--- src/rtl/sent_pkg.sv ---
// Shared SENT constants and the CRC-arbiter FSM state type.
package sent_pkg;

   localparam int NIB_W           = 4;
   localparam int DATA_W          = 24;
   localparam int LEN_W           = 3;
   localparam int TIMEOUT_DEFAULT = 64;

   typedef enum logic [1:0] {
      ST_IDLE  = 2'd0,
      ST_ISSUE = 2'd1,
      ST_WAIT  = 2'd2,
      ST_DONE  = 2'd3
   } arb_state_e;

endpackage

--- src/rtl/sent_rr_arbiter.sv ---
// Combinational round-robin picker: first requester scanning upward from ptr+1, wrapping.
module sent_rr_arbiter #(
   parameter int N     = 4,
   parameter int IDX_W = $clog2(N)
) (
   input  logic [N-1:0]     req,
   input  logic [IDX_W-1:0] ptr,
   output logic [IDX_W-1:0] gnt_idx,
   output logic             gnt_valid
);

   // Scan from the farthest candidate down so the nearest one after ptr wins.
   always_comb begin
      int cand;
      gnt_idx   = '0;
      gnt_valid = 1'b0;
      cand      = 0;
      for (int i = N; i >= 1; i--) begin
         cand = (int'(ptr) + i) % N;
         if (req[IDX_W'(cand)]) begin
            gnt_idx   = IDX_W'(cand);
            gnt_valid = 1'b1;
         end
      end
   end

endmodule

--- src/rtl/sent_crc_arbiter.sv ---
// Shares one SENT CRC engine among NUM_CH channels with round-robin grants.
// Optional WAIT watchdog enabled by defining SENT_CRC_ARB_TIMEOUT_EN.
module sent_crc_arbiter
   import sent_pkg::*;
#(
   parameter int NUM_CH         = 4,
   parameter int CH_W           = $clog2(NUM_CH),
   parameter int TIMEOUT_CYCLES = TIMEOUT_DEFAULT
) (
   input  logic                       clk,
   input  logic                       rst,
   input  logic [NUM_CH-1:0]          ch_req,
   input  logic [NUM_CH-1:0]          ch_mode,
   input  logic [LEN_W*NUM_CH-1:0]    ch_len,
   input  logic [DATA_W*NUM_CH-1:0]   ch_data,
   output logic [NUM_CH-1:0]          ch_ack,
   output logic [NIB_W-1:0]           ch_crc,
   output logic                       ch_err,
   output logic                       eng_req,
   output logic                       eng_mode,
   output logic [LEN_W-1:0]           eng_len,
   output logic [DATA_W-1:0]          eng_data,
   input  logic                       eng_ack,
   input  logic [NIB_W-1:0]           eng_crc,
   output logic                       busy,
   output logic [CH_W-1:0]            grant_id
);

   if (NUM_CH < 2 || NUM_CH > 8 || TIMEOUT_CYCLES < 1) begin : g_param_check
      $error("sent_crc_arbiter: illegal parameter value");
   end

   arb_state_e        state_q, state_d;
   logic [CH_W-1:0]   ptr_q, ptr_d;
   logic [CH_W-1:0]   grant_id_q, grant_id_d;
   logic              eng_mode_q, eng_mode_d;
   logic [LEN_W-1:0]  eng_len_q, eng_len_d;
   logic [DATA_W-1:0] eng_data_q, eng_data_d;
   logic [NIB_W-1:0]  ch_crc_q, ch_crc_d;
   logic [CH_W-1:0]   arb_idx;
   logic              arb_valid;
   logic [LEN_W-1:0]  sel_len;
   logic [DATA_W-1:0] sel_data;

`ifdef SENT_CRC_ARB_TIMEOUT_EN
   localparam int TO_W = $clog2(TIMEOUT_CYCLES + 1);
   logic [TO_W-1:0] cnt_q, cnt_d;
   logic            err_q, err_d;
`endif

   sent_rr_arbiter #(.N(NUM_CH), .IDX_W(CH_W)) u_rr (
      .req       (ch_req),
      .ptr       (ptr_q),
      .gnt_idx   (arb_idx),
      .gnt_valid (arb_valid)
   );

   always_comb begin
      sel_len  = '0;
      sel_data = '0;
      for (int i = 0; i < NUM_CH; i++) begin
         if (arb_idx == CH_W'(i)) begin
            sel_len  = ch_len[i*LEN_W +: LEN_W];
            sel_data = ch_data[i*DATA_W +: DATA_W];
         end
      end
   end

   always_comb begin
      state_d    = state_q;
      ptr_d      = ptr_q;
      grant_id_d = grant_id_q;
      eng_mode_d = eng_mode_q;
      eng_len_d  = eng_len_q;
      eng_data_d = eng_data_q;
      ch_crc_d   = ch_crc_q;
`ifdef SENT_CRC_ARB_TIMEOUT_EN
      cnt_d      = cnt_q;
      err_d      = err_q;
`endif
      case (state_q)
         ST_IDLE: begin
            if (arb_valid) begin
               grant_id_d = arb_idx;
               ptr_d      = arb_idx;
               eng_mode_d = ch_mode[arb_idx];
               eng_len_d  = sel_len;
               eng_data_d = sel_data;
               state_d    = ST_ISSUE;
            end
         end
         ST_ISSUE: begin
            state_d = ST_WAIT;
`ifdef SENT_CRC_ARB_TIMEOUT_EN
            cnt_d   = '0;
`endif
         end
         ST_WAIT: begin
            if (eng_ack) begin
               ch_crc_d = eng_crc;
               state_d  = ST_DONE;
`ifdef SENT_CRC_ARB_TIMEOUT_EN
               err_d    = 1'b0;
`endif
            end
`ifdef SENT_CRC_ARB_TIMEOUT_EN
            else begin
               cnt_d = cnt_q + TO_W'(1);
               // Last silent WAIT cycle: the counter reaches the limit here.
               if (cnt_q == TO_W'(TIMEOUT_CYCLES - 1)) begin
                  ch_crc_d = '0;
                  err_d    = 1'b1;
                  state_d  = ST_DONE;
               end
            end
`endif
         end
         ST_DONE: state_d = ST_IDLE;
         default: state_d = ST_IDLE;
      endcase
   end

   always_ff @(posedge clk or posedge rst) begin
      if (rst) begin
         state_q    <= ST_IDLE;
         ptr_q      <= CH_W'(NUM_CH - 1);
         grant_id_q <= '0;
         eng_mode_q <= 1'b0;
         eng_len_q  <= '0;
         eng_data_q <= '0;
         ch_crc_q   <= '0;
`ifdef SENT_CRC_ARB_TIMEOUT_EN
         cnt_q      <= '0;
         err_q      <= 1'b0;
`endif
      end else begin
         state_q    <= state_d;
         ptr_q      <= ptr_d;
         grant_id_q <= grant_id_d;
         eng_mode_q <= eng_mode_d;
         eng_len_q  <= eng_len_d;
         eng_data_q <= eng_data_d;
         ch_crc_q   <= ch_crc_d;
`ifdef SENT_CRC_ARB_TIMEOUT_EN
         cnt_q      <= cnt_d;
         err_q      <= err_d;
`endif
      end
   end

   always_comb begin
      ch_ack = '0;
      if (state_q == ST_DONE) ch_ack[grant_id_q] = 1'b1;
   end

`ifdef SENT_CRC_ARB_TIMEOUT_EN
   assign ch_err = err_q && (state_q == ST_DONE);
`else
   assign ch_err = 1'b0;
`endif

   assign ch_crc   = ch_crc_q;
   assign eng_req  = (state_q == ST_ISSUE);
   assign eng_mode = eng_mode_q;
   assign eng_len  = eng_len_q;
   assign eng_data = eng_data_q;
   assign busy     = (state_q != ST_IDLE);
   assign grant_id = grant_id_q;

endmodule

--- config.mk ---
export PLATFORM = sky130hd
export DESIGN_NAME = sent_crc_arbiter
export DESIGN_NICKNAME = d
export VERILOG_FILES = /design/src/rtl/sent_pkg.sv /design/src/rtl/sent_rr_arbiter.sv /design/src/rtl/sent_crc_arbiter.sv
export SDC_FILE = /design/constraint.sdc
export NUM_CORES = 1
export LEC_CHECK = 0
export CAP_MARGIN = 5
export CORE_ASPECT_RATIO = 1.5
export CORE_UTILIZATION = 32
export DETAILED_ROUTE_END_ITERATION = 7
export HOLD_SLACK_MARGIN = 0.03
export PLACE_DENSITY = 0.85
export SLEW_MARGIN = 20
export SYNTH_ARGS = -nofsm -noshare
export SYNTH_HDL_FRONTEND = slang
export SYNTH_SLANG_ARGS = --single-unit
--- constraint.sdc ---
create_clock -name clk -period 1.59 [get_ports clk]
set_input_delay 0.318 -clock clk [delete_from_list [all_inputs] [get_ports clk]]
set_output_delay 0.318 -clock clk [all_outputs]
set_load 0.005 [all_outputs]
==> results of run 1 <==
stage by stage:
stage / util [%] / power, mW
2_1_floorplan: - / 3.73
3_3_place_gp: 58.7 / 5.36
3_5_place_dp: 58.7 / 5.49
4_1_cts: 62.6 / 6.62
5_1_grt: 64.6 / 7.39
6_report: 64.6 / 6.92
registers in the layout, indices dropped and copies added (netlist names):
signal,count
eng_mode,1
ptr_q,2
grant_id,2
eng_data,24
ch_crc,4
state_q,2
eng_len,3
layer usage:
layer | GRT usage, % | vias up | wire length [um]
met5 | 0 | - | 0
met4 | 7.70 | 0 | 186
met3 | 3.95 | 18 | 476
met2 | 42.2 | 114 | 5020
met1 | 22.1 | 1227 | 2980
li1 | - | 1172 | -
cells in the final DEF (no fill, tap or decap), types with 4 or more instances in the layout:
cell type / count
inv_1: 4
nand2_1: 37
a21oi_1: 5
buf_12: 5
clkdlybuf4s50_1: 154
o221ai_1: 27
nor2_1: 5
dfrtp_1: 34
mux2_1: 4
mux2i_2: 6
mux2i_1: 50
clkbuf_8: 6
buf_4: 16
buf_6: 5
cells by family after synthesis:
logic type,after synthesis,synth area share [%]
other,1,0.160
buffers and inverters,22,7.51
DFF,38,40.6
and+or+nand+nor,53,9.59
muxes,61,26.2
AOI/OAI and AO/OA,38,13.3
adders and majority gates,5,2.66
critical path, delay by kind of cell, from the launching register on:
family,cells,cell delay (ps)
simple gates,1,140
compound gates,3,400
buf+inv,2,360
flops,1,570
mux,1,210
what timing repair did:
action,in CTS,in global routing
buffers inserted,9,4
gates resized for setup,37,22
endpoints found under the setup margin,36,41
cloned,2,3
hold endpoints to repair,0,0
pin swaps,6,14
power by group:
| part | switching (mW) | internal (mW) | total (mW) |
|---|---|---|---|
| Clock | 0.357 | 0.350 | 0.707 |
| Sequential | 0.294 | 1.49 | 1.78 |
| Combinational | 1.81 | 2.62 | 4.43 |
| Total | 2.46 | 4.46 | 6.92 |
worst paths after layout:
check | from | endpoint | slack, ps | cells after the start
worst max-delay path | ptr_q[1] | eng_data[0] | -230 | 7
worst min-delay path | rst | eng_data[22] | 390 | 3
worst max register to register | ptr_q[1] | eng_data[0] | -230 | 7
worst min register to register | eng_data[4] | eng_data[4] | 490 | 2
max in group asynchronous | rst | ptr_q[0] | 940 | 3
min in group clk | eng_data[4] | eng_data[4] | 490 | 2
final cells by class:
type	count	area, um2	share of cell area [%]
Antenna cell	1	2.50	0.0554
Clock buffer	7	86.3	1.91
Clock inverter	1	5.00	0.111
Inverter	6	25.0	0.554
Multi-Input combinational cell	158	1340	29.6
Sequential cell	38	956	21.2
Tap cell	97	121	2.69
Timing Repair Buffer	193	1980	43.9
==> reports/summary.md, run 1 <==
After the last flow step, the layout net total stands at 530. For this run, the number of standard cells in the final layout without fillers is 501. The initial utilization of the core area, before any placement, comes to 33.6%.

TritonCTS built the clock tree. The setup clock skew after layout was 5.79 ps. The setup path with the least slack is of type reg -> reg. For the number of fill cells, the log shows 569. Counting I/O delays and the setup requirement, the final critical path takes 1820 ps.

CTS built an H-tree with a depth of 2. The number of clock buffers inserted by TritonCTS was 5. The number of flops mapped to enable cells by yosys works out to 0. For the worst slack at placement, the log shows -594 ps.

The cell with the largest stage delay on the worst path is dfstp_2. After technology mapping, the gate count stands at 218. For this run, the slowest stage of the critical path takes 570 ps. The core region is 6990 um2.

Before antenna repair, the detailed router went through 4 iterations. Dividing the detail-routed via count by the number of cells gives 5.05. The run gives 157 as the number of DRC markers in iteration 0. The aggregate negative setup slack is -5670 ps, and the routability congestion estimate is 0.795. The signal on the critical path passes through nand2b_4 > a21oi_4 > o221ai_4 > buf_8 > clkbuf_16 > mux2i_1 > o221ai_1. Across the VDD grid, the largest voltage drop is 0.981 mV.

The final reports fail on negative setup slack. The first global-routing pass estimated 12,800 um of wire. After detailed routing, the number of remaining DRC violations is 0. STA classifies the critical path startpoint as a register.

The largest net degree at the start of global routing came out at 39. The tree is rooted in a clkbuf_8. Once detail routing completed, the nets flagged for antenna violations numbered 0.

The area added between synthesis and finish works out to 92.4%. The maximum operating frequency came out at 0.548 GHz. Sorting the synthesized cells by area gives the leading types as dfrtp_1 (38%), mux2i_1 (24%), o221ai_1 (10%). Area enclosed by the die boundary: 7690 um2.

Setup violations remaining at the end of the flow were counted as 33. The overall fraction of global-route tracks in use is 21.6%, and the worst path arrival time is 1980 ps. The final worst-path setup slack was -233 ps; the post-synthesis area per instance was 10.8 um2. The worst setup path is captured at a register.

The cell count after placement is 475. The share of the Yosys chip area taken by registers is 40.6%. For the clock insertion delay at the later pin of the skew report, the log shows 290 ps.

For the max-cap violation count, the log shows 0. The maximum clock path buffer count came out at 2. The die outline height came out at 107 um. For this design the top-level I/O count stands at 164.

The total cell area at the placement stage is 4100 um2, and the half-perimeter wire length after placement is 5980 um. Clock-pin slew was measured on the worst setup and hold paths at 80 ps. The routed layout has 2,531 vias. In this run, post-CTS hold repair placed 0 buffers.

Max-slew violation count: 0. The number of buffer cells added on primary ports is 162. In this run the horizontal extent of the chip is 71.9 um.

The number of sinks handled by clock tree synthesis is 38. In the final layout, the share of cells above drive strength 1 is 16.6%. After synthesis the netlist holds a flip-flop and latch count of 38. The flow ran to the end, but the final reports show violations. The tools report the initial antenna violation count as 1. In the synthesized netlist the dominant register cell turns out to be dfrtp_1. Ranked by instance count, the synthesized netlist is headed by mux2i_1 (57), nand2_1 (38), dfrtp_1 (36), o221ai_1 (28), clkbuf_1 (8). Share of the clock period used by the worst path: 115%. The post-synthesis cell type count is 25.

The area share of the leading cell type in the synthesized netlist is 38.4%. Summed over all layers, the routed wires come to 8660 um. The logs give 0 for the total of warnings raised by yosys and 0 for the number of hold violations in the final report.

Dividing the detail-routed wire length by the instance count gives 17.3 um. Setup repair after global routing could not meet its margin everywhere. The required time reported for the critical path endpoint was 1750 ps; the total overflow reported by the global router was 0. The worst hold-check path type is in -> async. The power density over cell area was 1530 nW/um2.

Summed over all cells, the static leakage comes to 1.99 nW. The finished cells cover 4520 um2. The library cell with the largest summed area after synthesis is dfrtp_1. The logs give 2,627 for the via count of the first global-routing pass and 2350 um2 for the summed instance area of the synthesized netlist. In the post-synthesis netlist, the cell with the most instances is mux2i_1.

In the synthesized netlist the async set-or-reset flop fraction comes to 100%. The tightest hold path in the finished design has a slack of 390 ps. Net count after synthesis: 346. The largest fanout on the critical path was 7; the number of rows in the core area was 37.
Note: power is estimated with default switching activity, not from simulation.
==> inputs of run 2 (changes only) <==
--- a/config.mk
+++ b/config.mk
@@ -9,6 +9,7 @@
 export CORE_ASPECT_RATIO = 1.5
 export CORE_UTILIZATION = 32
 export DETAILED_ROUTE_END_ITERATION = 7
+export GPL_ROUTABILITY_DRIVEN = 0
 export HOLD_SLACK_MARGIN = 0.03
 export PLACE_DENSITY = 0.85
 export SLEW_MARGIN = 20
==> constraint.sdc (replaced) <==
create_clock -name clk -period 1.59 [get_ports clk]
set_input_delay 0.318 -clock clk [delete_from_list [all_inputs] [get_ports clk]]
set_output_delay 0.318 -clock clk [all_outputs]
set_load 0.1 [all_outputs]
==> run 2 against run 1 <==
Fmax shrank 3.7%. The run still ends with negative setup slack left. Clock skew up 3.1 ps. Largest cell class unchanged. Non-clock buffer count did not move. Hold slack lost 98 ps. Combinational power up 120%. Power up 83%. Sequential power up 17%. Cell count fell by 0.20%.
==> reports/summary.md, run 2 (synthesis gave the netlist of run 1 again) <==
The flow ran to the end, but the final reports show violations. The checks that failed: negative setup slack. TritonCTS built the clock tree. Leakage power of the design: 2.22 nW (+11%). For the post-detailed-routing wire length, the log shows 9340 um (+7.8%). The die width works out to 71.9 um (unchanged).

The half-perimeter wire length after placement was 6420 um (+7.3%); the final net count was 530 (unchanged). The count of nets left with antenna violations after detail routing was 0 (unchanged); the sequential cell area was 958 um2 (+0.26%). For the maximum operating frequency, the log shows 0.528 GHz (-3.7%). For the largest net degree at the start of global routing, the log shows 20 (-49%). The overall fraction of global-route tracks in use was 25.0% (+3.5 points); the number of endpoints failing setup at the final stage was 35 (+6.1%). The top cell types in the final layout, fill and taps aside, are clkdlybuf4s50_1 (119), buf_12 (48), nand2_1 (35). The worst reg-to-reg setup slack is -300 ps (-70 ps). The multi-input combinational cell area is 1740 um2 (+30%).

Minimum clock period after layout: 1890 ps (+69.1 ps). The tools report the capture instance of the worst register-to-register path as eng_data[4]. The worst hold slack was 292 ps (-97.9 ps); the number of design rule violations left after detail routing was 0 (unchanged).

The tightest min-delay check is of the in -> async type. For the number of hold violations in the final report, the log shows 0 (unchanged). The worst slack at placement is -673 ps (-79.0 ps), and the die outline height is 107 um (unchanged). The root buffer cell chosen for the clock tree is clkbuf_8. The aggregate negative setup slack was -8230 ps (-2560 ps); the setup clock skew after layout was 8.87 ps (+3.08 ps). Setup repair after global routing could not meet its margin everywhere.

The startpoint of the worst register-to-register path was ptr_q[1]. For the via count, the log shows 2,551 (+0.79%). Cell class contributing the biggest share of worst-path delay: flip-flops.

The cell with the largest stage delay on the worst path is dfstp_2. For the starting utilization of the core area, the log shows 33.6% (unchanged). The power density over cell area was 2330 nW/um2 (+52%); the met2 layer wire length in the routed design was 5270 um (+5.1%). Type of the setup path with the least slack: reg -> reg. The highest cell delay on the worst timing path is 590 ps (+20 ps). For the required time reported for the critical path endpoint, the log shows 1740 ps (about the same). Area enclosed by the die boundary: 7690 um2 (unchanged). The run gives 2,837 (+8.0%) as the via count of the first global-routing pass. For the core utilization of the finished layout, the log shows 77.8% (+13 points). The routed wire length per instance was 18.7 um (+8.1%); the I/O pin total was 164 (unchanged). For the number of clock buffers inserted by TritonCTS, the log shows 5 (unchanged).

The flip-flop count of the largest register, all copies and words added works out to 24 (unchanged). The number of fill cells was 406 (-29%); the number of sinks handled by clock tree synthesis was 38 (unchanged). The share of the clock period used by the worst path is 119% (+4.3 points), and the max-cap violation count is 0 (unchanged).

The via count normalized by instance count came out at 5.10 (+0.99%). Peak supply drop: 1.80 mV (+83%). The signal on the critical path passes through nand2b_4 > a21oi_4 > o221ai_4 > buf_12 > buf_8 > buf_16 > mux2i_1 > o221ai_1.

The clock transition time at the flip-flop clock pins of the worst setup and hold paths was 80 ps (about the same); the number of iterations in the first detailed-routing pass was 4 (unchanged). For the number of rows in the core area, the log shows 37 (unchanged). The wire length of the first global-routing pass was 14,600 um (+14%). STA classifies the critical path startpoint as a register. The hold buffer count at cts was 0 (unchanged).

The ratio of cells with drive above 1 in the final layout was 37.7% (+21 points). The antenna cell count is 0 (-1). The final instance area was 5440 um2 (+20%).

The number of DRC markers in iteration 0 came out at 124 (-21%). For the clock insertion delay at the later pin of the skew report, the log shows 290 ps (about the same). The number of buffer cells added on primary ports is 162 (unchanged), and the total length of routed met3 wires is 434 um (-8.8%).

The most common cell after layout, fill and taps aside is clkdlybuf4s50_1. The worst path arrival time is 2040 ps (+60 ps). The run gives 4730 um2 (+15%) as the total cell area at the placement stage. Largest fanout on the critical path: 8 (+1). The initial antenna violation count came out at 0 (-1). Final worst-path setup slack: -302 ps (-69.1 ps). STA classifies the critical path endpoint as a register. The core box area is 6990 um2 (unchanged), and the cell count of the worst reg-to-reg path is 8 (+1).

From synthesis to final layout, the design area changed by 132%. The buffer and inverter count on the worst path was 3 (+1). The maximum clock path buffer count is 2 (unchanged), and the max-slew violation count is 0 (unchanged). The met1 wire length was 3320 um (+11%). Routed signal wires occupy layers up through met4. The run gives 0 (unchanged) as the total overflow reported by the global router. For the depth of the CTS H-tree, the log shows 2 (unchanged).
## run 2: how the worst max path moves through the flow
| stage | slack [ps] | to | start | cells past startpoint |
|---|---|---|---|---|
| after floorplan | -370 | eng_data[0] | state_q[1] | 8 |
| after global placement | -530 | eng_data[4] | ch_req[3] | 7 |
| after detailed placement | -670 | eng_len[0] | ch_req[3] | 7 |
| after CTS | -260 | eng_data[4] | ptr_q[1] | 8 |
| after global routing | -360 | eng_len[1] | ptr_q[1] | 8 |
| final | -300 | eng_data[4] | ptr_q[1] | 8 |
## run 2: layout make-up
cell class                 count  area share [%]
clock buffer                   8            1.47
timing repair buffer         193            46.1
inverter                       6           0.483
tap                           97            2.23
multi-input combinational    158            32.1
sequential                    38            17.6
## run 2: power by group
| part | total, mW | switching, mW | internal, mW | leakage, nW |
|---|---|---|---|---|
| clock | 0.660 | 0.347 | 0.312 | 0.0395 |
| combinational | 9.95 | 5.67 | 4.27 | 1.72 |
| sequential | 2.08 | 0.583 | 1.50 | 0.459 |
| total | 12.7 | 6.60 | 6.08 | 2.22 |
## run 2: worst reg2reg max path, stage by stage, from the launching register on
cell	delay (ps)
dfstp_2	590
nand2b_4	150
a21oi_4	60
o221ai_4	200
buf_12	150
buf_8	110
buf_16	150
mux2i_1	220
o221ai_1	130
## run 2: what timing repair did
action                                  CTS  global route
endpoints found under the setup margin   35            39
pin swaps                                26            12
gates cloned                              6             0
setup buffers                             8             3
resized for setup                        46            33
## run 2: through the flow
stage	total power [mW]	cells
after floorplan	7.68	218
after global placement	10.6	476
after detailed placement	10.8	476
after CTS	12.4	497
after global routing	13.2	500
final	12.7	500
## run 2: metal layers
layer,global-route usage (%),vias to the layer above
met3,3.85,22
met2,46.5,115
met5,0,-
met1,27.7,1233
met4,10.4,0
li1,-,1181
==> inputs of run 3 (changes only) <==
--- a/config.mk
+++ b/config.mk
@@ -12,7 +12,6 @@
 export GPL_ROUTABILITY_DRIVEN = 0
 export HOLD_SLACK_MARGIN = 0.03
 export PLACE_DENSITY = 0.85
-export SLEW_MARGIN = 20
 export SYNTH_ARGS = -nofsm -noshare
 export SYNTH_HDL_FRONTEND = slang
 export SYNTH_SLANG_ARGS = --single-unit
==> results of run 3 <==
No change in the layout: final DEF, timing and power equal those of run 2.
